## config.mk

```make
export PLATFORM = sky130hd
export DESIGN_NAME = mux8_rr_arbiter
export DESIGN_NICKNAME = d
export VERILOG_FILES = /design/src/rtl/mux8_rr_arbiter.sv
export SDC_FILE = /design/constraint.sdc
export NUM_CORES = 1
export LEC_CHECK = 0
export CORE_AREA = 2 2 74 76
export DETAILED_ROUTE_END_ITERATION = 8
export DIE_AREA = 0 0 76 78
export PLACE_DENSITY_LB_ADDON = 0.08
export SYNTH_ARGS = -nofsm -noshare
export SYNTH_HDL_FRONTEND = slang
export SYNTH_SLANG_ARGS = --single-unit
```

## constraint.sdc

```tcl
create_clock -name clk -period 5.1 [get_ports clk]
set_input_delay 0.51 -clock clk [delete_from_list [all_inputs] [get_ports clk]]
set_output_delay 0.51 -clock clk [all_outputs]
set_load 0.005 [all_outputs]
```

## src/rtl/mux8_rr_arbiter.sv

```systemverilog
// rtl/mux8_rr_arbiter.sv - round-robin arbiter driving the select of an 8:1 x 4-bit data mux
//
// Grants one of eight requesters at a time and drives the mux select. A grant lasts
// while its request stays high, for at most HOLD_MAX cycles. On release the next
// owner is searched from just past the released index, so the handoff costs no
// idle cycle.
//
// Ports
//   clk        in   1  system clock, rising edge
//   rst_n      in   1  synchronous active-low reset
//   req        in   8  request vector, req[i] high = requester i wants the mux
//   gnt        out  8  one-hot grant (registered), zero when idle
//   sel        out  3  mux select (registered), index of the set gnt bit
//   out_valid  out  1  registered, equals |gnt
//   busy       out  1  registered, high while a grant is active

module mux8_rr_arbiter #(
    parameter int HOLD_MAX = 4
) (
    input  logic       clk,
    input  logic       rst_n,
    input  logic [7:0] req,
    output logic [7:0] gnt,
    output logic [2:0] sel,
    output logic       out_valid,
    output logic       busy
);

    typedef enum logic {
        IDLE  = 1'b0,
        GRANT = 1'b1
    } state_t;

    localparam logic [3:0] HOLD_LAST = 4'(HOLD_MAX - 1);

    state_t     state, state_n;
    logic [2:0] ptr, ptr_n;
    logic [3:0] hold_cnt, hold_n;
    logic [7:0] gnt_n;
    logic [2:0] sel_n;

    // Winner search. While granted, the search always starts just past the current
    // owner: it is only consumed on release, and the current owner then comes last,
    // which gives a sole requester an immediate re-grant.
    logic [2:0] search_base;
    logic [2:0] scan_idx;
    logic       win_found;
    logic [2:0] win_idx;

    always_comb begin
        search_base = (state == GRANT) ? sel + 3'd1 : ptr;
        scan_idx    = 3'd0;
        win_found   = 1'b0;
        win_idx     = 3'd0;
        for (int i = 0; i < 8; i++) begin
            scan_idx = search_base + 3'(i);
            if (!win_found && req[scan_idx]) begin
                win_found = 1'b1;
                win_idx   = scan_idx;
            end
        end
    end

    always_comb begin
        state_n = state;
        ptr_n   = ptr;
        hold_n  = hold_cnt;
        gnt_n   = gnt;
        sel_n   = sel;
        case (state)
            IDLE: begin
                gnt_n = 8'h00;
                if (win_found) begin
                    gnt_n   = 8'h01 << win_idx;
                    sel_n   = win_idx;
                    hold_n  = 4'd0;
                    state_n = GRANT;
                end
            end
            GRANT: begin
                if (req[sel] && (hold_cnt < HOLD_LAST)) begin
                    hold_n = hold_cnt + 4'd1;
                end else begin
                    ptr_n  = sel + 3'd1;
                    hold_n = 4'd0;
                    if (win_found) begin
                        gnt_n = 8'h01 << win_idx;
                        sel_n = win_idx;
                    end else begin
                        gnt_n   = 8'h00;
                        state_n = IDLE;
                    end
                end
            end
            default: begin
                state_n = IDLE;
                gnt_n   = 8'h00;
            end
        endcase
    end

    always_ff @(posedge clk) begin
        if (!rst_n) begin
            state     <= IDLE;
            ptr       <= 3'd0;
            hold_cnt  <= 4'd0;
            gnt       <= 8'h00;
            sel       <= 3'd0;
            out_valid <= 1'b0;
            busy      <= 1'b0;
        end else begin
            state     <= state_n;
            ptr       <= ptr_n;
            hold_cnt  <= hold_n;
            gnt       <= gnt_n;
            sel       <= sel_n;
            out_valid <= |gnt_n;
            busy      <= (state_n == GRANT);
        end
    end

endmodule
```

---- Word-level counts from Yosys, hierarchy flattened ----
Index checks and enable logic that the tools add are counted.
word-level totals
  flip-flop bits (word level) ............. 20
  input bits .............................. 10
operators by class
  $add $sub $neg .......................... 9
  magnitude comparators ................... 10
  eq/ne operators ......................... 2
  shift-type cells ........................ 1
  muxes and demuxes ....................... 47
  bitwise logic cells ..................... 2
  reduce and logical (&&, ||, !) cells .... 17
operators by type and width
  kind                   count
  $lt A3 B4 Y1 const B   9
  $mux W3                11
  $bmux W1 S3            9
  $mux W1                19
  $mux W8                2
  $pmux W8 S2            1
  $add A3 B3 Y3 const B  4
  $logic_and A1 B1 Y1    8
  $mux W4                2
  $pmux W4 S2            1
  $reduce_or A8 Y1       1
  $shl A1 B3 Y8 const A  1
  $logic_not A1 Y1       7
  $add A3 B1 Y3 const B  2
  $add A3 B2 Y3 const B  2
  $pmux W3 S2            1
  $add A4 B1 Y4 const B  1
  $lt A4 B2 Y1 const B   1
  $ne A2 B2 Y1 const B   2
  $not A1 Y1             2
  $pmux W1 S2            1
  $reduce_and A2 Y1      1

---- Logic depth before layout (Yosys ltp) ----
  depth after elaboration ................. 31
  gate-level depth with buffers ........... 15
  gate-level depth less buffers ........... 14

---- Worst setup path before layout ----
OpenSTA, ideal clock, no wires.
  path type ............................... flip-flop to flip-flop
  start ................................... register sel[1]
  end ..................................... register gnt[0]
  library setup time ...................... 0.117 ns
  data arrival time ....................... 3.319 ns
  required time ........................... 4.983 ns
  path slack .............................. 1.664 ns
  stages on the path, launching flop included .. 14
  clock period less this slack ............ 3.436 ns
  path through ............................ dfxtp_1 ha_1 nand2_1 o21ai_2 inv_1 ha_1 o21ba_2 a21boi_2 nor2_8 mux2_2 a211o_1 o41ai_4 nor3_2 a32o_1
between the ends
  word-level cells in the longest chain between the ends .. 30
RTL lines
  element                                                                 RTL line  source
  from (decl)                                                             24        output logic [2:0] sel,
  from (signal assigned)                                                  116       sel <= sel_n;
  parallel branches: the longest is 29 deep, another holds $add A3 B1 Y3  n/a
  $pmux W8 S2 (*)                                                         70        case (state)
  to (signal assigned)                                                    115       gnt <= gnt_n;
  to (decl)                                                               23        output logic [7:0] gnt,
Every way passes the cells marked *. The select of a mux whose other input is x is not followed.
A chain may end at the register's enable or synchronous reset.

---- Worst setup path after layout ----
  start ................................... register sel[0]
  end ..................................... register gnt[6]
The elaborated chain is that of the path after synthesis.

==> summary.txt <==
Status
  • Outcome: finished clean

Place
  • Placed cell area: 2240 um^2
  • Port buffer count: 22
  • HPWL Detailed: 4.28 mm
  • Routability cong.: 0.878

Timing
  • Final Hold Vio Count: 0
  • Fmax: 248 MHz
  • Slew margin rel.: 48.5%
  • Setup Skew: 2.80 ps
  • Period utilisation layout: a little under 80%
  • Unrepaired setup endpoints after global routing: false
  • Finish-stage setup viols: 0
  • Tmin final: 4040 ps
  • Hold Slack: 479 ps
  • Slew @ Worst Pin: around 770 ps
  • Max-slew violations: 0
  • Fin Setup TNS: 0 ps

Setup path
  • Kind of start point of the critical path: flop
  • CP required: 5260 ps
  • Crit path kind: flop to flop
  • CP Max Fanout: 9
  • Slowest-stage cell, CP: dfxtp_1
  • WP buf/inv: 1
  • Top delay family on crit path: compound AO/OA/AOI/OAI gates
  • Worst Setup End Kind: flop
  • CP cell instances: ha_1, nand2_1, o21ai_2, inv_1, ha_1, o21ba_2, a21boi_2, nor2_8, o211ai_1, a211oi_2, and3_2, or3_4, a21boi_2, a32o_1
  • Worst EP arrival: 4190 ps
  • Crit path largest cell delay: approximately 570 ps

Finish
  • Design Area, Final: between 2000 and 2500 um^2
  • Syn-to-layout area delta: 14.9%
  • Fraction of layout cells with a size suffix above 1: around 16%
  • Layout Nets: 251
  • Final core occ: 45.6%
  • Antenna diode count: 0

Floorplan
  • Die W: about 76 um
  • Io pins: 23
  • # rows: 26
  • Initial Utilization: between 30 and 40%
  • Die area: 5930 um^2
  • Core ar.: a little over 5000 um^2
  • Die H: 78 um

GRT
  • Grt total ovfl: 0
  • Vias in the first global route: ~1800
  • Largest net degree at the start of global routing: 15
  • First-pass GRT wire length: between 9 and 10 mm
  • Initial antenna violation count: 0
  • Overall global routing resource usage: 18.8%

Clock tree
  • Clk_lat worst skew: 260 ps
  • Post-cts sizing count: 0
  • CTS Hold Bufs: 0
  • Clock-pin slew on the worst setup and hold paths: 70 ps
  • Num CTS Buffers: 3
  • Clock buffer depth: 2
  • Clock sink total: 20
  • CTS tree: yes
  • H-tree Lvls: 1
  • Clk Tree Root Cell: clkbuf_8
  • Setup bufs post-CTS: 0

Synth
  • Area leader, netlist: dfxtp_1
  • Unique cell type count in the Yosys netlist: a little under 70
  • Top-area cell type share of the netlist area: 20.0%
  • Netlist Area Pre-Place: 2000 um^2
  • Synth Flop Type: dfxtp_1
  • Yosys reg bits: 20
  • Synth top area cells: dfxtp_1, mux4_2, mux4_1
  • Cell with the most instances after synthesis: dfxtp_1
  • Syn avg cell area: 9.14 um^2
  • Post-synth top cells: dfxtp_1, nand2_1, o21ai_0
  • Post-Syn Nets: 233
  • Post-synthesis sequential area ratio: 20.0%
  • Yosys Warn Count: 0
  • Post-synth ARST share: 0%
  • Mapped Cells: 219
  • EDFF count, synth: 0

Power
  • Cell area power density: 584 nW/um^2
  • Total power: roughly 1.3 mW
  • Peak supply drop: 0.196 mV
  • Leak Pwr: 0.836 nW

Routing
  • Post-route ant nets: 0
  • Pre-antenna DRT Iters: 4
  • Via count: 1905
  • Iteration-0 DRC Markers: about 110
  • DRC Markers: 0
  • Post-DR vias/cell: 6.23
  • Wire per inst: 18.0 um
  • Final WL: 5.50 mm

Flow run
  • MaxCap Viol Count: 0

Hold path
  • Hold Crit Class: flop to flop
[worst reg2reg max path, stage by stage, from the launching register on]
cell and delay [ps]:
dfxtp_1 570, ha_1 290, nand2_1 120, o21ai_2 210, inv_1 220, ha_1 280, o21ba_2 250, a21boi_2 330
nor2_8 80, o211ai_1 350, a211oi_2 140, and3_2 270, or3_4 410, a21boi_2 200, a32o_1 220
[state kept, by name, summed over array words and instances (netlist names)]
name and count:
gnt 8, hold_cnt 4, state 1, ptr 3
out_valid 1, sel 3
[worst paths after layout]
path / startpoint / endpoint / cells past startpoint / slack (ps)
max: sel[0]$_SDFFE_PN0P_ / gnt[6]$_SDFF_PN0_ / 14 / 1060
min: gnt[1]$_SDFF_PN0_ / gnt[1]$_SDFF_PN0_ / 2 / 480
max reg2reg: sel[0]$_SDFFE_PN0P_ / gnt[6]$_SDFF_PN0_ / 14 / 1060
min reg2reg: gnt[1]$_SDFF_PN0_ / gnt[1]$_SDFF_PN0_ / 2 / 480
[metrics by stage]
step,std cells,setup slack [ps]
floorplan,219,1660
global placement,302,1160
detailed placement,302,1070
CTS,306,1070
global route,306,743
finish,306,1060
[logic make-up after synthesis]
| family | Yosys count | share of synthesized area, % |
|---|---|---|
| and+or+nand+nor | 73 | 21.6 |
| xor gates and xnor gates | 6 | 3.00 |
| buffers and inverters | 18 | 5.25 |
| adders and majority gates | 4 | 2.50 |
| AOI/OAI and AO/OA | 79 | 32.2 |
| DFF | 20 | 20.0 |
| muxes | 19 | 15.4 |
[power by group]
| group | switching, mW | internal [mW] |
|---|---|---|
| clock network | 0.0510 | 0.0687 |
| registers | 0.0474 | 0.198 |
| logic | 0.549 | 0.428 |
| total | 0.647 | 0.695 |
[layout make-up]
type                            count  area, um^2
Sequential cell                    20         400
Inverter                            8        32.5
Multi-Input combinational cell    181        1500
Clock buffer                        4        55.1
Tap cell                           70        87.6
Fill cell                         480        2740
Timing Repair Buffer               23         228
[layout by cell type, fill, tap and decap left out, drive strengths merged, types with 3 or more instances in the layout]
cell type	Yosys	layout
a32o	4	4
a211oi	9	9
o211ai	4	4
xnor2	4	4
nor3	4	4
mux2i	6	6
nand3	9	9
and3	9	9
clkdlybuf4s50	0	22
ha	4	4
mux4	8	8
o31ai	6	6
a21oi	8	8
mux2	5	5
a211o	3	3
nand2b	5	5
clkbuf	4	4
inv	8	8
nor4	7	7
and2	3	3
dfxtp	20	20
o21ai	14	14
a21boi	4	4
or3	3	3
a22oi	5	5
nand2	15	15
nor2	12	12
[metal layers]
layer  global-route usage, %  routed length [um]  up-vias
met1                    27.5                2650      914
met5                       0                   0        -
met4                    3.45                  60        0
met2                    30.0                2490       61
met3                    2.44                 295        8
li1                        -                   -      922
No activity file was read; power rests on OpenSTA's default activity.
==> variant (same settings) <==
Make the reset (`rst_n`) asynchronous in one clocked block. Comments in the files are not updated.
--- a/src/rtl/mux8_rr_arbiter.sv
+++ b/src/rtl/mux8_rr_arbiter.sv
@@ -99,7 +99,7 @@
         endcase
     end
 
-    always_ff @(posedge clk) begin
+    always_ff @(posedge clk or negedge rst_n) begin
         if (!rst_n) begin
             state     <= IDLE;
             ptr       <= 3'd0;
Function: differs if rst_n is asserted again (counterexample within 4 cycles, from zero or initial values and one cycle with rst_n low); with rst_n held inactive, the same outputs for 10 cycles.
==> variant against the original RTL <==
  * Sequential cell count did not move
  * Routed wire length rose by 5.0%
  * Final area rose by 7.1%
  * Setup slack got worse by 0.15 ns
  * Die area did not move
  * Global-route usage rose by 1.2 points
  * Area after synthesis rose by 8.8%
  * First-iteration DRC count fell by 24%
  * Critical endpoint is now gnt[5]$_DFF_PN0_
Power is not shown: default switching activity piles up to over one toggle a cycle in this logic, so the estimate is an artifact.
==> variant: results <==
[place]
post-dp-hpwl_um = 4560
placed_area_um2 = 2410

[global_route]
grt_use_total_pct = 20.0
grt_pass1_vias = 1900
grt_first_pass_wirelength_um = 9580
grt_max_degree = 21

[detailed_routing]
drt_iter0_drc = 86
routed_wl_um = 5770

[setup_path]
r2r_slack_ns = 0.91
startpoint = state$_DFF_PN0_
arrival_ns = 4.33
cp_top_family = simple AND/OR/NAND/NOR gates
reg2regPathDepth = 13
worstPathMaxFanout = 20
slowest_stage = dfrtp_1

[synth]
synth_cell_type_count = 62
synth_nets = 253
ys_seq_area_share_pct = 23.0
ys_async_sr_fraction_pct = 100
ys.flop_type = dfrtp_1
synth_common_cells = dfrtp_1, nand2_1, nor2_1

[finish]
nets = 266
n_fill_cell = 498

[sta]
fin_skew_ns = 0.00254
worst_pin_slew_ns = 0.863

[worst_hold_path]
hp-start = hold_cnt[1]$_DFFE_PN0P_

[status]
status = finished, final reports clean
variant: per-stage QoR:
step,cells,utilization [%],hold WS [ns],setup WS [ns]
after global routing,321,48.8,0.529,0.661
after CTS,321,48.8,0.512,0.923
after detailed placement,317,47.7,0.492,0.983
final,321,48.8,0.510,0.911
after global placement,317,47.7,0.488,1.03
after floorplan,239,-,0.214,1.42
variant: layer usage:
metal	wire length, um	track usage (%)	up-vias
met3	200	1.40	8
met2	2800	34.8	56
met1	2650	26.0	932
met4	120	7.82	0
li1	-	-	963
met5	0	0	-
variant: logic make-up (layout without fill, tap and decap cells):
group,count (synthesis),count (layout),synth area share (%)
buffers and inverters,19,31,4.66
muxes,17,17,12.7
DFF,20,20,23.0
AOI/OAI and AO/OA,74,74,25.8
adders and majority gates,4,4,2.30
xor gates and xnor gates,6,6,3.74
and+or+nand+nor,99,99,27.8
variant: worst min path at each step:
stage	end	slack, ns	depth (start not counted)
final	hold_cnt[1]$_DFFE_PN0P_	0.51	1
after global routing	gnt[6]$_DFF_PN0_	0.53	2
after CTS	hold_cnt[1]$_DFFE_PN0P_	0.51	1
after detailed placement	hold_cnt[1]$_DFFE_PN0P_	0.49	1
after global placement	hold_cnt[1]$_DFFE_PN0P_	0.49	1
after floorplan	gnt[0]$_DFF_PN0_	0.21	0
variant: layout make-up:
type                    count  area share (%)
well taps                  70            3.56
multi-input cells         200            63.9
inverters                   4           0.711
repair buffers             23            9.25
clock buffers               4            2.24
flip-flops and latches     20            20.3
variant: worst reg2reg max path: cells and delay by family, from the launching register on:
family	cells	cell delay, ns
and+or+nand+nor	7	1.59
adders and majority gates	1	0.25
DFF	1	0.74
buffers and inverters	1	0.12
AOI/OAI and AO/OA	4	1.39
